`src/rtl/stopwatch_button_ctrl.sv`:
```
// rtl/stopwatch_button_ctrl.sv - Front-panel button front end: sync, debounce, start/stop/reset command pulses
// Two raw buttons in, single-cycle stopwatch commands out, guarded by the stopwatch status bus.

module stopwatch_button_debounce #(
  parameter int unsigned CYCLES = 16
) (
  input  logic clk,
  input  logic rst,
  input  logic raw,
  output logic db
);
  localparam int unsigned CW = $clog2(CYCLES + 1);
  localparam logic [CW-1:0] CNT_MAX = CW'(CYCLES);

  logic          sync1_q, sync1_d;
  logic          sync2_q, sync2_d;
  logic          db_q, db_d;
  logic [CW-1:0] cnt_q, cnt_d;

  // Counter only survives while the synchronized input disagrees with the
  // debounced level; one agreeing cycle restarts the qualification window.
  always_comb begin
    sync1_d = raw;
    sync2_d = sync1_q;
    db_d    = db_q;
    cnt_d   = '0;
    if (sync2_q != db_q) begin
      if (cnt_q == CNT_MAX) begin
        db_d = ~db_q;
      end else begin
        cnt_d = cnt_q + 1'b1;
      end
    end
  end

  always_ff @(posedge clk) begin
    if (rst) begin
      sync1_q <= 1'b0;
      sync2_q <= 1'b0;
      db_q    <= 1'b0;
      cnt_q   <= '0;
    end else begin
      sync1_q <= sync1_d;
      sync2_q <= sync2_d;
      db_q    <= db_d;
      cnt_q   <= cnt_d;
    end
  end

  assign db = db_q;
endmodule

module stopwatch_button_ctrl #(
  parameter int unsigned DEBOUNCE_CYCLES   = 16,
  parameter int unsigned LONG_PRESS_CYCLES = 64
) (
  input  logic       clk,
  input  logic       rst,
  input  logic       btn_ss_raw,
  input  logic       btn_rst_raw,
  input  logic [1:0] status,
  output logic       start,
  output logic       stop,
  output logic       reset,
  output logic       btn_ss_db,
  output logic       btn_rst_db
);
  localparam int unsigned LW = $clog2(LONG_PRESS_CYCLES + 1);
  localparam logic [LW-1:0] LP_LAST = LW'(LONG_PRESS_CYCLES - 1);
  localparam logic [1:0] ST_IDLE    = 2'b00;
  localparam logic [1:0] ST_RUNNING = 2'b01;
  localparam logic [1:0] ST_PAUSED  = 2'b10;

  typedef enum logic [1:0] {
    R_IDLE = 2'b00,
    R_HELD = 2'b01,
    R_DONE = 2'b10
  } rst_state_e;

  logic          db_ss, db_rst;
  logic          db_ss_dly_q, db_ss_dly_d;
  logic          db_rst_dly_q, db_rst_dly_d;
  logic          rise_ss, rise_rst;
  rst_state_e    state_q, state_d;
  logic [LW-1:0] lp_cnt_q, lp_cnt_d;
  logic [LW-1:0] lp_inc;
  logic          start_q, start_d;
  logic          stop_q, stop_d;
  logic          reset_q, reset_d;

  stopwatch_button_debounce #(.CYCLES(DEBOUNCE_CYCLES)) u_db_ss (
    .clk (clk),
    .rst (rst),
    .raw (btn_ss_raw),
    .db  (db_ss)
  );

  stopwatch_button_debounce #(.CYCLES(DEBOUNCE_CYCLES)) u_db_rst (
    .clk (clk),
    .rst (rst),
    .raw (btn_rst_raw),
    .db  (db_rst)
  );

  assign db_ss_dly_d  = db_ss;
  assign db_rst_dly_d = db_rst;
  assign rise_ss      = db_ss & ~db_ss_dly_q;
  assign rise_rst     = db_rst & ~db_rst_dly_q;
  assign lp_inc       = lp_cnt_q + 1'b1;

  always_comb begin
    state_d  = state_q;
    lp_cnt_d = lp_cnt_q;
    reset_d  = 1'b0;
    start_d  = 1'b0;
    stop_d   = 1'b0;

    case (state_q)
      R_IDLE: begin
        if (rise_rst) begin
          if (status != ST_RUNNING) begin
            reset_d = 1'b1;
            state_d = R_DONE;
          end else begin
            lp_cnt_d = '0;
            state_d  = R_HELD;
          end
        end
      end
      // The running guard is decided once on the press; only hold time matters here.
      R_HELD: begin
        if (!db_rst) begin
          lp_cnt_d = '0;
          state_d  = R_IDLE;
        end else if (lp_inc == LP_LAST) begin
          lp_cnt_d = '0;
          reset_d  = 1'b1;
          state_d  = R_DONE;
        end else begin
          lp_cnt_d = lp_inc;
        end
      end
      R_DONE: begin
        if (!db_rst) begin
          state_d = R_IDLE;
        end
      end
      default: begin
        lp_cnt_d = '0;
        state_d  = R_IDLE;
      end
    endcase

    // A reset in the same cycle swallows the toggle press outright.
    if (rise_ss && !reset_d) begin
      case (status)
        ST_IDLE, ST_PAUSED: start_d = 1'b1;
        ST_RUNNING:         stop_d  = 1'b1;
        default:            ;
      endcase
    end
  end

  always_ff @(posedge clk) begin
    if (rst) begin
      db_ss_dly_q  <= 1'b0;
      db_rst_dly_q <= 1'b0;
      state_q      <= R_IDLE;
      lp_cnt_q     <= '0;
      start_q      <= 1'b0;
      stop_q       <= 1'b0;
      reset_q      <= 1'b0;
    end else begin
      db_ss_dly_q  <= db_ss_dly_d;
      db_rst_dly_q <= db_rst_dly_d;
      state_q      <= state_d;
      lp_cnt_q     <= lp_cnt_d;
      start_q      <= start_d;
      stop_q       <= stop_d;
      reset_q      <= reset_d;
    end
  end

  assign start      = start_q;
  assign stop       = stop_q;
  assign reset      = reset_q;
  assign btn_ss_db  = db_ss;
  assign btn_rst_db = db_rst;
endmodule
```
`config.mk`:
```
export PLATFORM = sky130hd
export DESIGN_NAME = stopwatch_button_ctrl
export DESIGN_NICKNAME = d
export VERILOG_FILES = /design/src/rtl/stopwatch_button_ctrl.sv
export SDC_FILE = /design/constraint.sdc
export NUM_CORES = 1
export LEC_CHECK = 0
export CAP_MARGIN = 20
export CORE_MARGIN = 2
export CORE_UTILIZATION = 58
export CTS_BUF_LIST = sky130_fd_sc_hd__clkbuf_4 sky130_fd_sc_hd__clkbuf_8
export CTS_CLUSTER_DIAMETER = 60
export DETAILED_ROUTE_END_ITERATION = 8
export PLACE_DENSITY = 0.79
export SETUP_SLACK_MARGIN = 0.5
export SYNTH_ARGS = -nofsm -noshare
export SYNTH_HDL_FRONTEND = slang
export SYNTH_SLANG_ARGS = --single-unit
export TNS_END_PERCENT = 50
```
`constraint.sdc`:
```
create_clock -name clk -period 2.1 [get_ports clk]
set_input_delay 0.63 -clock clk [delete_from_list [all_inputs] [get_ports clk]]
set_output_delay 0.63 -clock clk [all_outputs]
set_load 0.02 [all_outputs]
```
==> out/results.txt <==
max frequency: 573 MHz
routed length per instance: 14.9 µm
CP peak stage delay: 0.39 ns
P&R area growth vs syn: 23.0%
Synth cell types: 43
slew margin rel.: 0.752
Mapped Area: 1410 µm²
Synth warnings: 0
Post-CTS Hold Fix Bufs: 0
count of final setup violators: 0
final period utilization: 0.831
Pwr Density: 558 nW/µm²
number of inserted diodes: 0
sequential share of the synthesized area: 0.425
hold depth: 1
r2r endpoint: lp_cnt_q[2]
Final Non-Filler Cells: 205
largest net degree at the start of global routing: 12
Fillers: 159
I/O Pins: 11
number of global-route vias before repair: 1083
path length in cells of the critical path: 7
number of max-cap violations: 0
worst vdd ir: 0.569 mV
number of flops mapped to enable cells by yosys: 0
Post-DP HPWL: 1.94 mm
CTS Sinks: 30
synthesized flop and latch total: 30
total CTS buffers: 5
Final nets: 188
vias: 1180
Syn Nets: 169
family with the most delay on the worst path: flip-flops
Starting Density: 0.627
DIE AREA: 2850 µm²
Site Rows: 17
Top Metal Used: met4
wl on met1: 1.27 mm
Top FF cell, synth: dfxtp_1
Setup Total Neg Slack: 0 ns
Hold Path Origin: db_ss_dly_q
crit-path cells: ha_2 -> nand3_4 -> mux2i_4 -> buf_4 -> o31ai_1 -> nand3_1 -> o221ai_2
Async SR Flop Fraction: 0
Hold Fails Final Rpt: 0
worst r2r path cells: 7
Clock Pin Slew Worst Setup and Hold Paths: 0.10 ns
later-pin clock latency in the skew report: 0.33 ns
met3 routed WL: 172 µm
Avg Vias per Cell: 5.76
TritonCTS clock tree: yes
slowest CP cell: dfxtp_4
Critical Path AT: 2.00 ns
leak pwr: 0.628 nW
Least-Margin Pin Slew: 0.370 ns
H-tree Lvls: 2
placed cells: 193
register-to-register setup slack: 0.35 ns
first-pass GRT wire length: 4.57 mm
RSZ-0062 raised after global routing: yes
crit path buf inv count: 1
minimum clock period: 1.75 ns
IO Port Bufs: 10
Crit Path Class: reg2reg
clock skew after layout: 0.00770 ns
status: completed
die width: 53.4 µm
Worst setup EP type: register
Setup crit start kind: register
Avg Cell Area, Syn: 9.01 µm²
RD Place Congestion: 0.886
Slew Viols, Final: 0
Worst Hold End: stop
layout cells sized above 1: 0.282
initial antenna violation count: 0
Crit Path Max Fanout: 6
Critical Path RT: 2.36 ns
DR pass1 iterations: 4
Worst Hold Class: reg2reg
core footprint: 2250 µm²
initial DRC count: 30
grt ovf: 0
Cells after Synth: 157
Worst R2R Start: lp_cnt_q[1]
residual DRC count: 0
clk root buf: clkbuf_4
Routed Wire Length: 3.06 mm
Critical path origin: lp_cnt_q[1]
ANT nets after route: 0
Total GRT Usage: 0.233
Die Y: 53.4 µm
Max clock buf depth: 2
DR WL met2: 1.54 mm
[synthesized netlist by cell type (2+ instances only)]
cell type / instances / area [µm²]
dfxtp_1: 30 / 601
nor2_1: 18 / 67.6
nand2_1: 14 / 52.6
inv_1: 11 / 41.3
nand3_1: 9 / 45.0
ha_1: 6 / 75.1
nor3_1: 6 / 30.0
o21ai_0: 6 / 30.0
a21oi_1: 5 / 25.0
nor2b_1: 5 / 31.3
xnor2_1: 4 / 35.0
xor2_1: 4 / 35.0
nand2b_1: 3 / 18.8
o211ai_1: 3 / 22.5
mux2i_1: 2 / 20.0
nand3b_1: 2 / 15.0
o31ai_1: 2 / 15.0
or3_1: 2 / 12.5
[repair_timing]
action                                 in CTS  in global routing
pin swaps                                   4                  5
setup endpoints to repair                  16                 21
setup buffers                               3                  1
gates resized for setup                    26                 15
endpoints found under the hold margin       0                  0
[metrics by stage]
stage	hold WS, ns	util	setup WS [ns]	total power [mW]	area, µm²
after detailed placement	0.421	0.683	0.117	0.620	1540
final	0.429	0.771	0.355	0.971	1740
after floorplan	0.404	-	0.489	0.604	1420
after global placement	0.420	0.683	0.222	0.619	1540
after CTS	0.434	0.750	0.277	0.976	1690
after global routing	0.446	0.771	0.250	1.01	1740
[placed cells by master (no fill, tap or decap), types with 4 or more instances in the layout]
cell and count:
nor2b_1 5, dfxtp_1 23, buf_4 6, nand2_1 14, clkdlybuf4s50_1 5, xnor2_1 4, clkbuf_4 6, nand3_1 8
nor2_1 18, dfxtp_2 5, a21oi_1 4, inv_1 10, xor2_1 4, ha_1 4
[layer usage]
layer / global-route usage / vias up
met3: 0.0847 / 10
li1: - / 576
met5: 0 / -
met2: 0.403 / 33
met4: 0.120 / 0
met1: 0.243 / 561
[state kept, by name (all words and copies together), names as in the netlist, 2 cells and up]
register / count
u_db_ss.cnt_q: 5
lp_cnt_q: 7
u_db_rst.cnt_q: 5
state_q: 2
[cells by family (layout without fill, tap and decap cells)]
| group | count (synthesis) | count (layout) | share of synthesized area |
|---|---|---|---|
| adders and majority gates | 6 | 6 | 0.0531 |
| buffers and inverters | 15 | 35 | 0.0487 |
| AOI/OAI and AO/OA | 26 | 26 | 0.141 |
| muxes | 3 | 3 | 0.0301 |
| DFF | 30 | 30 | 0.425 |
| xor gates and xnor gates | 8 | 8 | 0.0496 |
| and+or+nand+nor | 69 | 69 | 0.253 |
[final cells by class]
cell class | count | area [µm²] | area share
repair buffers | 16 | 140 | 0.0806
clock buffers | 7 | 58.8 | 0.0338
flip-flops and latches | 30 | 614 | 0.353
inverters | 11 | 43.8 | 0.0252
multi-input cells | 112 | 842 | 0.484
well taps | 28 | 35.0 | 0.0201
clock inverters | 1 | 5.00 | 0.00288
[worst max path at each step]
stage / to / slack [ns]
2_1_floorplan: lp_cnt_q[2] / 0.49
3_3_place_gp: u_db_ss.cnt_q[3] / 0.22
3_5_place_dp: lp_cnt_q[2] / 0.12
4_1_cts: btn_rst_db / 0.28
5_1_grt: lp_cnt_q[2] / 0.25
6_report: lp_cnt_q[2] / 0.35
[where the power goes]
group	switching, mW	internal, mW	leakage, nW	total (mW)
clock network	0.192	0.175	0.0387	0.366
logic	0.0145	0.0168	0.342	0.0313
registers	0.00256	0.570	0.247	0.573
No activity file was read; power rests on OpenSTA's default activity.
